==> src/rtl/pipeline_front_ctrl_pkg.sv <==
// -----------------------------------------------------------------------------
// pipeline_front_ctrl_pkg
//
// Shared definitions for the pipeline front-end register block:
//   - default widths for PC, instruction and decoded-control bundle
//   - the NOP control constant (all-zero control bundle)
//   - the watchdog state encoding RUN / STALL / ERR
//   - the IF/ID bubble constant (instr 0, pc1 0, valid 0)
// -----------------------------------------------------------------------------
package pipeline_front_ctrl_pkg;

  localparam int DEFAULT_PC_W      = 8;
  localparam int DEFAULT_INSTR_W   = 32;
  localparam int DEFAULT_CTRL_W    = 10;
  localparam int DEFAULT_MAX_STALL = 2;

  // An all-zero control bundle does nothing downstream: no register write,
  // no memory access, no branch.
  localparam logic [DEFAULT_CTRL_W-1:0] NOP_CTRL = '0;

  // Watchdog states. The encodings are fixed so existing debug tooling that
  // decodes the raw two-bit state keeps working.
  typedef enum logic [1:0] {
    WD_RUN   = 2'd0,
    WD_STALL = 2'd1,
    WD_ERR   = 2'd2
  } wd_state_e;

  localparam logic [1:0] ST_RUN   = WD_RUN;
  localparam logic [1:0] ST_STALL = WD_STALL;
  localparam logic [1:0] ST_ERR   = WD_ERR;

  // IF/ID register contents at default widths; the bubble is all-zero with
  // valid cleared so downstream logic treats the slot as empty.
  typedef struct packed {
    logic [DEFAULT_INSTR_W-1:0] instr;
    logic [DEFAULT_PC_W-1:0]    pc1;
    logic                       valid;
  } ifid_t;

  localparam ifid_t IFID_BUBBLE = '{instr: '0, pc1: '0, valid: 1'b0};

endpackage

==> src/rtl/pipeline_front_ctrl_if.sv <==
// -----------------------------------------------------------------------------
// pipeline_front_ctrl_if
//
// Bundles the hazard-unit controls, branch resolution, fetch/decode inputs and
// the pipeline-register outputs of pipeline_front_ctrl.
//
//   master : drives hazard controls, branch, imem_instr, id_ctrl;
//            observes pc, IF/ID, ID/EX and the stall statistics.
//   slave  : the pipeline_front_ctrl side (mirror of master).
//
// Parameters must match the ones given to pipeline_front_ctrl.
// -----------------------------------------------------------------------------
interface pipeline_front_ctrl_if #(
  parameter int PC_W    = 8,
  parameter int INSTR_W = 32,
  parameter int CTRL_W  = 10
);

  // Hazard unit / EX stage / fetch / decode inputs
  logic               pc_write;
  logic               IFID_write;
  logic               nop_control;
  logic               branch_taken;
  logic [PC_W-1:0]    branch_target;
  logic [INSTR_W-1:0] imem_instr;
  logic [CTRL_W-1:0]  id_ctrl;

  // Pipeline register outputs
  logic [PC_W-1:0]    pc;
  logic [INSTR_W-1:0] IFID_instr;
  logic [PC_W-1:0]    IFID_pc1;
  logic               IFID_valid;
  logic [CTRL_W-1:0]  IDEX_ctrl;
  logic               IDEX_valid;
  logic [15:0]        stall_count;
  logic               stall_err;

  modport master (
    output pc_write, IFID_write, nop_control, branch_taken, branch_target,
           imem_instr, id_ctrl,
    input  pc, IFID_instr, IFID_pc1, IFID_valid, IDEX_ctrl, IDEX_valid,
           stall_count, stall_err
  );

  modport slave (
    input  pc_write, IFID_write, nop_control, branch_taken, branch_target,
           imem_instr, id_ctrl,
    output pc, IFID_instr, IFID_pc1, IFID_valid, IDEX_ctrl, IDEX_valid,
           stall_count, stall_err
  );

endinterface

==> src/rtl/pipeline_front_ctrl_stall_watchdog.sv <==
// -----------------------------------------------------------------------------
// pipeline_front_ctrl_stall_watchdog
//
// Counts stall cycles and flags a stall run longer than a load-use stall can
// legally last.
//
// Ports:
//   clk, rst     clock, asynchronous active-high reset
//   stall_cycle  this edge is a stall (nop_control while not flushing)
//   flush        branch flush this edge; ends any stall run
//   stall_count  total stall cycles, saturating at 16'hFFFF
//   stall_err    sticky: a run of stall cycles exceeded MAX_STALL
//
// The FSM sits in RUN with no stall in progress, in STALL while counting a
// run, and in ERR forever (until rst) once a run has become too long.
// -----------------------------------------------------------------------------
module pipeline_front_ctrl_stall_watchdog
  import pipeline_front_ctrl_pkg::*;
#(
  parameter int MAX_STALL = DEFAULT_MAX_STALL
) (
  input  logic        clk,
  input  logic        rst,
  input  logic        stall_cycle,
  input  logic        flush,
  output logic [15:0] stall_count,
  output logic        stall_err
);

  // Wide enough to hold MAX_STALL + 1, the value that trips the error.
  localparam int RUN_W = $clog2(MAX_STALL + 2);

  logic [1:0]       state, state_nxt;
  logic [RUN_W-1:0] run_cnt, run_nxt, run_inc;
  logic             err_nxt;

  // Length of the run if this edge extends it: a run entered from RUN starts
  // at one; inside STALL it grows by one.
  assign run_inc = (state == ST_RUN) ? RUN_W'(1) : run_cnt + RUN_W'(1);

  always_comb begin
    // NOTE: every output of this block gets a default first, so no path
    // through the case leaves a signal unassigned and no latch is inferred.
    state_nxt = state;
    run_nxt   = run_cnt;
    err_nxt   = stall_err;

    case (state)
      ST_RUN, ST_STALL: begin
        if (flush || !stall_cycle) begin
          state_nxt = ST_RUN;
          run_nxt   = '0;
        end else if (run_inc > RUN_W'(MAX_STALL)) begin
          // Checked on entry from RUN too, so MAX_STALL = 0 trips at once.
          state_nxt = ST_ERR;
          run_nxt   = run_inc;
          err_nxt   = 1'b1;
        end else begin
          state_nxt = ST_STALL;
          run_nxt   = run_inc;
        end
      end
      ST_ERR: begin
        // Terminal until reset.
        state_nxt = ST_ERR;
      end
      default: begin
        state_nxt = ST_RUN;
        run_nxt   = '0;
      end
    endcase
  end

  // NOTE: state updates use non-blocking assignments so every register in
  // the block samples the pre-edge values, independent of statement order.
  always_ff @(posedge clk or posedge rst) begin
    if (rst) begin
      state       <= ST_RUN;
      run_cnt     <= '0;
      stall_err   <= 1'b0;
      stall_count <= '0;
    end else begin
      state     <= state_nxt;
      run_cnt   <= run_nxt;
      stall_err <= err_nxt;
      if (stall_cycle && (stall_count != 16'hFFFF)) begin
        stall_count <= stall_count + 16'd1;
      end
    end
  end

endmodule

==> src/rtl/pipeline_front_ctrl.sv <==
// -----------------------------------------------------------------------------
// pipeline_front_ctrl
//
// Front-end pipeline register block. Owns the PC, the IF/ID register and the
// control half of the ID/EX register, and applies the load-use hazard unit's
// hold/bubble requests and the EX-stage branch flush every cycle.
//
// Ports:
//   clk        clock; all state updates on the rising edge
//   rst        asynchronous active-high reset
//   bus        pipeline_front_ctrl_if.slave:
//                in : pc_write, IFID_write, nop_control, branch_taken,
//                     branch_target, imem_instr, id_ctrl
//                out: pc, IFID_instr, IFID_pc1, IFID_valid, IDEX_ctrl,
//                     IDEX_valid, stall_count, stall_err
//
// Per-edge priority: reset, branch flush, hazard controls, normal advance.
// A taken branch squashes whatever the hazard unit asked for; the squashed
// instruction was the stalled one, so that edge is not a stall cycle.
// -----------------------------------------------------------------------------
module pipeline_front_ctrl
  import pipeline_front_ctrl_pkg::*;
#(
  parameter int PC_W      = DEFAULT_PC_W,
  parameter int INSTR_W   = DEFAULT_INSTR_W,
  parameter int CTRL_W    = DEFAULT_CTRL_W,
  parameter int MAX_STALL = DEFAULT_MAX_STALL
) (
  input  logic                  clk,
  input  logic                  rst,
  pipeline_front_ctrl_if.slave  bus
);

  logic            stall_cycle;
  logic [PC_W-1:0] pc_plus1;

  // Wraps modulo 2^PC_W, so pc = all-ones advances to 0 and IF/ID sees 0.
  assign pc_plus1    = bus.pc + PC_W'(1);
  assign stall_cycle = bus.nop_control && !bus.branch_taken;

  // ---------------------------------------------------------------------------
  // PC
  // ---------------------------------------------------------------------------
  always_ff @(posedge clk or posedge rst) begin
    if (rst) begin
      bus.pc <= '0;
    end else if (bus.branch_taken) begin
      bus.pc <= bus.branch_target;
    end else if (bus.pc_write) begin
      bus.pc <= pc_plus1;
    end
  end

  // ---------------------------------------------------------------------------
  // IF/ID register
  // ---------------------------------------------------------------------------
  always_ff @(posedge clk or posedge rst) begin
    if (rst) begin
      bus.IFID_instr <= INSTR_W'(IFID_BUBBLE.instr);
      bus.IFID_pc1   <= PC_W'(IFID_BUBBLE.pc1);
      bus.IFID_valid <= IFID_BUBBLE.valid;
    end else if (bus.branch_taken) begin
      bus.IFID_instr <= INSTR_W'(IFID_BUBBLE.instr);
      bus.IFID_pc1   <= PC_W'(IFID_BUBBLE.pc1);
      bus.IFID_valid <= IFID_BUBBLE.valid;
    end else if (bus.IFID_write) begin
      bus.IFID_instr <= bus.imem_instr;
      bus.IFID_pc1   <= pc_plus1;
      bus.IFID_valid <= 1'b1;
    end
  end

  // ---------------------------------------------------------------------------
  // ID/EX control half. A bubble in IF/ID must not forward whatever the
  // decoder produces from its all-zero instruction, so the bundle is gated
  // by IFID_valid.
  // ---------------------------------------------------------------------------
  always_ff @(posedge clk or posedge rst) begin
    if (rst) begin
      bus.IDEX_ctrl  <= CTRL_W'(NOP_CTRL);
      bus.IDEX_valid <= 1'b0;
    end else if (bus.branch_taken || bus.nop_control) begin
      bus.IDEX_ctrl  <= CTRL_W'(NOP_CTRL);
      bus.IDEX_valid <= 1'b0;
    end else begin
      bus.IDEX_ctrl  <= bus.IFID_valid ? bus.id_ctrl : CTRL_W'(NOP_CTRL);
      bus.IDEX_valid <= bus.IFID_valid;
    end
  end

  // ---------------------------------------------------------------------------
  // Stall statistics and watchdog
  // ---------------------------------------------------------------------------
  pipeline_front_ctrl_stall_watchdog #(
    .MAX_STALL (MAX_STALL)
  ) u_stall_watchdog (
    .clk         (clk),
    .rst         (rst),
    .stall_cycle (stall_cycle),
    .flush       (bus.branch_taken),
    .stall_count (bus.stall_count),
    .stall_err   (bus.stall_err)
  );

endmodule

==> src/flat_wrapper.sv <==
// flat-port wrapper written by rule: the top's interface ports become plain ports
module pipeline_front_ctrl_flat import pipeline_front_ctrl_pkg::*;
#(
  parameter int PC_W      = DEFAULT_PC_W,
  parameter int INSTR_W   = DEFAULT_INSTR_W,
  parameter int CTRL_W    = DEFAULT_CTRL_W,
  parameter int MAX_STALL = DEFAULT_MAX_STALL
)
  (clk, rst, bus_pc_write, bus_IFID_write, bus_nop_control, bus_branch_taken, bus_branch_target, bus_imem_instr, bus_id_ctrl, bus_pc, bus_IFID_instr, bus_IFID_pc1, bus_IFID_valid, bus_IDEX_ctrl, bus_IDEX_valid, bus_stall_count, bus_stall_err);
  pipeline_front_ctrl_if #(.PC_W(PC_W), .INSTR_W(INSTR_W), .CTRL_W(CTRL_W)) bus_i ();
  input  logic clk;
  input  logic rst;
  input wire logic [$bits(bus_i.pc_write)-1:0] bus_pc_write;
  input wire logic [$bits(bus_i.IFID_write)-1:0] bus_IFID_write;
  input wire logic [$bits(bus_i.nop_control)-1:0] bus_nop_control;
  input wire logic [$bits(bus_i.branch_taken)-1:0] bus_branch_taken;
  input wire logic [$bits(bus_i.branch_target)-1:0] bus_branch_target;
  input wire logic [$bits(bus_i.imem_instr)-1:0] bus_imem_instr;
  input wire logic [$bits(bus_i.id_ctrl)-1:0] bus_id_ctrl;
  output wire logic [$bits(bus_i.pc)-1:0] bus_pc;
  output wire logic [$bits(bus_i.IFID_instr)-1:0] bus_IFID_instr;
  output wire logic [$bits(bus_i.IFID_pc1)-1:0] bus_IFID_pc1;
  output wire logic [$bits(bus_i.IFID_valid)-1:0] bus_IFID_valid;
  output wire logic [$bits(bus_i.IDEX_ctrl)-1:0] bus_IDEX_ctrl;
  output wire logic [$bits(bus_i.IDEX_valid)-1:0] bus_IDEX_valid;
  output wire logic [$bits(bus_i.stall_count)-1:0] bus_stall_count;
  output wire logic [$bits(bus_i.stall_err)-1:0] bus_stall_err;
  assign bus_i.pc_write = bus_pc_write;
  assign bus_i.IFID_write = bus_IFID_write;
  assign bus_i.nop_control = bus_nop_control;
  assign bus_i.branch_taken = bus_branch_taken;
  assign bus_i.branch_target = bus_branch_target;
  assign bus_i.imem_instr = bus_imem_instr;
  assign bus_i.id_ctrl = bus_id_ctrl;
  assign bus_pc = bus_i.pc;
  assign bus_IFID_instr = bus_i.IFID_instr;
  assign bus_IFID_pc1 = bus_i.IFID_pc1;
  assign bus_IFID_valid = bus_i.IFID_valid;
  assign bus_IDEX_ctrl = bus_i.IDEX_ctrl;
  assign bus_IDEX_valid = bus_i.IDEX_valid;
  assign bus_stall_count = bus_i.stall_count;
  assign bus_stall_err = bus_i.stall_err;
  pipeline_front_ctrl #(.PC_W(PC_W), .INSTR_W(INSTR_W), .CTRL_W(CTRL_W), .MAX_STALL(MAX_STALL)) u_core (.clk(clk), .rst(rst), .bus(bus_i));
endmodule
==> config.mk <==
export PLATFORM = sky130hd
export DESIGN_NAME = pipeline_front_ctrl_flat
export DESIGN_NICKNAME = d
export VERILOG_FILES = /design/src/rtl/pipeline_front_ctrl_pkg.sv /design/src/rtl/pipeline_front_ctrl_if.sv /design/src/rtl/pipeline_front_ctrl_stall_watchdog.sv /design/src/rtl/pipeline_front_ctrl.sv /design/src/flat_wrapper.sv
export SDC_FILE = /design/constraint.sdc
export NUM_CORES = 1
export LEC_CHECK = 0
export CORE_MARGIN = 3
export CORE_UTILIZATION = 56
export CTS_BUF_LIST = sky130_fd_sc_hd__clkbuf_16
export DETAILED_ROUTE_END_ITERATION = 12
export DONT_BUFFER_PORTS = 1
export GPL_ROUTABILITY_DRIVEN = 1
export PLACE_DENSITY = 0.85
export SETUP_SLACK_MARGIN = 0.3
export SLEW_MARGIN = 20
export SYNTH_ARGS = -nofsm -noshare
export SYNTH_HDL_FRONTEND = slang
export SYNTH_SLANG_ARGS = --single-unit
==> constraint.sdc <==
create_clock -name clk -period 2.7 [get_ports clk]
set_input_delay 0.54 -clock clk [delete_from_list [all_inputs] [get_ports clk]]
set_output_delay 0.54 -clock clk [all_outputs]
set_load 0.005 [all_outputs]
Word level (Yosys, flattened, before mapping)

Index checks and enable logic that the tools add are counted.

Bits in read-only memories: 0
Memories kept: 0
Latch bits: 0
Output and inout port bits: 77
Word-level logic and storage cells: 46
Bits in writable memories: 0
Flip-flop bits (word level): 81
Input port bits: 56

Mux-type cells: 17
Shift operators: 0
Magnitude comparators: 1
Reductions and logical operators: 11
Equal/unequal tests: 3
Add/sub/neg operators: 3
Bitwise logic cells: 1
Divide/modulo/power cells: 0
$mul: 0

Operators with widths:

| kind                                                  | count |
|---|---|
| two-way mux 32 bit                                    | 2 |
| two-way mux 8 bit                                     | 4 |
| two-way mux 10 bit                                    | 2 |
| adder 16 x 1 -> 16 bit (second input constant)        | 1 |
| inequality test 16 bit (second input constant)        | 1 |
| adder 8 x 1 -> 8 bit (second input constant)          | 1 |
| two-way mux 2 bit                                     | 4 |
| one-hot mux 2 bit (2 select lines)                    | 2 |
| nonzero test 2 bit                                    | 2 |
| two-way mux 1 bit                                     | 3 |
| AND reduction 3 bit                                   | 1 |
| adder 2 x 1 -> 2 bit (second input constant)          | 1 |
| == test 2 x 1 -> 1 bit (second input constant)        | 1 |
| == test 2 bit (second input constant)                 | 1 |
| greater-than comparator 2 bit (second input constant) | 1 |
| logical AND 1 bit                                     | 2 |
| zero test 1 bit                                       | 2 |
| zero test 2 bit                                       | 1 |
| logical OR 1 bit                                      | 2 |
| OR reduction 2 bit                                    | 1 |
| NOT 1 bit                                             | 1 |

Depth between registers and ports, before layout

Word-level depth: 6
Gate-level depth with buffers: 5
Gate-level depth less buffers: 5

Hierarchy

A second synthesis with hierarchy kept.

Cell total of the unflattened synthesis: 315
Area, all modules: 3552.2 um^2

Modules (own cells, without submodules):

| module                             | area an instance (um^2) | cells an instance | instances | sequential area each (um^2) |
|---|---|---|---|---|
| pipeline_front_ctrl                | 2499.9                  | 218               | 1         | 1501.4 |
| pipeline_front_ctrl_stall_watchdog | 1052.3                  | 97                | 1         | 525.5 |

Worst setup path before layout

OpenSTA, ideal clock, no wires.

Path kind: reg2reg
Start: register u_core.u_stall_watchdog.stall_count[0]
End: register u_core.u_stall_watchdog.stall_count[1]
Path buffers: 0
Data required time: 2.575 ns
Path slack: 1.105 ns
Cell stages (with the launch flop): 6
Period minus slack after synthesis: 1.595 ns
Library setup time: 0.125 ns
Arrival: 1.470 ns
Cells stage by stage: dfrtp_1 -> ha_1 -> nand4_2 -> nor4_4 -> nor2_2 -> mux2_4

Word-level cells in the longest chain between the ends: 2
Elaborated cells on any way between the ends: 3
Those cells by class: add/sub (1); eq/ne (1); reduce/logical (1)

RTL lines:

| element                                                        | RTL line                                 | RTL |
|---|---|---|
| from (decl)                                                    | pipeline_front_ctrl_stall_watchdog.sv:26 | `output logic [15:0] stall_count,` |
| from (signal assigned)                                         | pipeline_front_ctrl_stall_watchdog.sv:87 | `stall_count <= stall_count + 16'd1;` |
| branches (longest 2 deep; another with adder 16 x 1 -> 16 bit) | n/a                                      |  |

Several ways; the timed one is not identified.
A chain may end at the register's enable or synchronous reset.

Final worst setup path

Same ends and word-level chain as after synthesis.

==> results.yml <==
run_status:
  status: "finished clean"
clocking:
  clock_latency_ps: 320
  post_cts_resize_count: 0
  clk_root_buffer_cell: "sky130_fd_sc_hd__clkbuf_16"
  clkSlewWorstSetupHoldPaths_ps: 60
  number_of_buffers_inserted_for_hold_repair_after_clock_tree_synthesis: 0
  cts_tree: "yes"
  cts_sinks: 81
  cts_post_setup_buffers_inserted: 0
  cts-buffers-inserted: 9
  ctsHtreeMaxLevel: 3
  clock_tree.buffer_depth: 2
power_and_ir_drop:
  netSwitchingFraction_pct: 24.80
  total_leakage_power_nw: 1.842
  power.density_mw_per_mm2: 744.4
  irDropWorstVdd_mv: 0.5525
  internal_power_w: 0.002149
  power.sequential.fraction_pct: 51.7
  power.clock.fraction_pct: 39.7
  power_switching_w: 0.0007087
  share_comb_of_total_power_pct: 8.6
sta:
  setup_viol: 0
  final_max_slew_viols: 0
  min_period_over_period_pct: 64.05
  timing.slew.headroom_pct: 52.76
  fmax_mhz: 578.2
  finalHoldViolations: 0
  totalNegativeSetupSlack_ps: 0
  grt_setup_unrepaired: "no"
  min_period_ps: 1729
  worst_slew_pin_slew_ps: 707.1
  skew_ps: 4.383
die:
  die_height_um: 85.00
  row_cnt: 28
  start_util_pct: 58.33
  die_area_mm2: 0.007224
  die_w_um: 85.00
  io_pins: 133
  floorplan_core_area_mm2: 0.005991
finish:
  diodes: 0
  fin_cells: 384
  final_nets: 362
  layout_common_cells: "sky130_fd_sc_hd__dfrtp_1, sky130_fd_sc_hd__nor2_1, sky130_fd_sc_hd__mux2i_1, sky130_fd_sc_hd__nand2_1, sky130_fd_sc_hd__xor2_1"
  most_common_cell_after_layout_fill_and_taps_aside: "sky130_fd_sc_hd__dfrtp_1"
  utilization_pct: 64.08
  drive_above_1_share_pct: 8.091
  fillCellCount: 462
  areaGrowthSynthToFinish_pct: 9.846
critical_path:
  worstSetupPathType: "reg2reg"
  critical_path.endpoint_type: "register"
  critPathLaunchType: "register"
  required_ps: 2900
  register_to_register_setup_slack_ps: 970
  cp_data_arrival_time_ps: 1930
  critPathMaxFanout: 5
synth:
  synth_enable_flop_cells: 0
  synth_cell_types: 36
  synthesis.yosys.warnings: 0
  asyncSetResetFlopFracSynth_pct: 100.0
  synth-main-ff-cell: "sky130_fd_sc_hd__dfrtp_1"
  syn_nets: 364
  post_synth_instance_area_mm2: 0.003495
  postSynthRegisterBits: 81
  synth_seq_area_share_pct: 58.00
  syn_avg_cell_area_um2: 11.42
  post_synth_inst_count: 306
route:
  drt-pass1-iter-count: 4
  routed_wire_length_per_instance_um: 17.38
  via_count: 2204
  routed_wl_mm: 6.673
  avgViaCountPerCell: 5.740
  postRouteAntennaNets: 0
  detail_route.drc_violations: 0
  drt_iter0_markers: 107
global_route:
  number_of_global_route_vias_before_repair: 2216
  overflow_left_after_global_routing: 0
  grt_antenna_before_repair: 0
  first_pass_grt_wire_length_mm: 11.07
  grt_start_max_net_pins: 61
  groute.usage.overall_pct: 19.16
placement:
  routabilityCongestion: 0.8113
  dp_cells: 368
  detailedPlacementHpwl_mm: 4.759
  port-buffer-count: 0
min_path:
  worst_hold_path_type: "in2async"
flow_run:
  cap_violations: 0
[cell families after synthesis]
family / count (synthesis) / synth area share, %
compound gates: 23 / 4.010
xor+xnor: 25 / 6.266
fa+ha+maj: 2 / 0.7160
buf+inv: 22 / 2.506
flops: 81 / 58.00
mux: 37 / 10.78
simple gates: 116 / 17.72
[metal layers]
metal  track usage [%]  vias up  wire length [um]
met5                 0        -                 0
met4             7.194        0                87
met3             7.670        9               722
met2             29.10      102              3177
met1             24.85     1049              2684
li1                  -     1044                 -
[worst paths after layout]
path / startpoint / end / cells after the start
min in group clk: bus_branch_taken / u_core.bus.IFID_pc1[1] / 1
hold / removal: rst / u_core.u_stall_watchdog.stall_count[13] / 1
setup / recovery: u_core.u_stall_watchdog.stall_count[0] / u_core.u_stall_watchdog.stall_count[1] / 5
max in group asynchronous: rst / u_core.bus.IFID_pc1[2] / 2
hold reg to reg: u_core.u_stall_watchdog.stall_err / u_core.u_stall_watchdog.stall_err / 2
setup reg to reg: u_core.u_stall_watchdog.stall_count[0] / u_core.u_stall_watchdog.stall_count[1] / 5
[cells in the mapped netlist, drive strengths merged, types with 4 or more instances]
cell type	count	area share, %
o21ai	11	1.6
nor4	4	1.3
clkbuf	11	1.2
a211oi	6	1.3
inv	7	0.75
nor2	44	4.8
xor2	14	3.5
nand3	12	1.7
xnor2	11	2.8
dfrtp	81	58
nand2	16	1.7
nor3	5	0.72
buf	4	0.57
mux2i	35	10
nand4	8	2.0
and3	5	0.90
and2	10	1.8
[metrics by stage]
| stage | power (W) | cell area (um^2) | hold slack (ps) | worst slack, ps |
|---|---|---|---|---|
| after detailed placement | 0.001749 | 3558 | 518.0 | 976.8 |
| after global placement | 0.001733 | 3558 | 492.9 | 1042 |
| after floorplan | 0.001692 | 3498 | 459.6 | 1105 |
| final | 0.002857 | 3839 | 195.8 | 970.5 |
| after CTS | 0.002882 | 3839 | 212.1 | 966.6 |
| after global routing | 0.002990 | 3839 | 232.4 | 832.6 |
[layout make-up]
type                            instances  area, um^2  share of cell area, %
Sequential cell                        81        2027                  52.80
Inverter                                7       30.03                 0.7823
Tap cell                               75       93.84                  2.445
Clock inverter                          7       55.05                  1.434
Clock buffer                            9       225.2                  5.867
Timing Repair Buffer                    2       27.53                 0.7171
Multi-Input combinational cell        203        1380                  35.95
[state kept, by name, indices dropped and copies added (netlist names)]
signal and flops:
u_core.u_stall_watchdog.state 2, u_core.bus.pc 8, u_core.bus.IFID_pc1 8, u_core.bus.IFID_instr 32, u_core.bus.IDEX_ctrl 10, u_core.bus.IFID_valid 1, u_core.u_stall_watchdog.stall_err 1, u_core.u_stall_watchdog.stall_count 16
u_core.bus.IDEX_valid 1, u_core.u_stall_watchdog.run_cnt 2
[critical path, cell delays in order, from the launching register on]
cell and delay, ps:
sky130_fd_sc_hd__dfrtp_1 420, sky130_fd_sc_hd__ha_1 220, sky130_fd_sc_hd__nand4_2 190, sky130_fd_sc_hd__nor4_4 390
sky130_fd_sc_hd__nor2_2 90, sky130_fd_sc_hd__mux2_4 300
[power by group through the flow]
stage / Clock (W) / Combinational (W) / Sequential (W)
after floorplan: 0 / 0.000239 / 0.00145
after global placement: 0 / 0.000239 / 0.00149
after detailed placement: 0 / 0.000252 / 0.00150
after CTS: 0.00115 / 0.000251 / 0.00148
after global routing: 0.00120 / 0.000287 / 0.00150
final: 0.00113 / 0.000246 / 0.00148
Power figures use the tool's default switching activity.
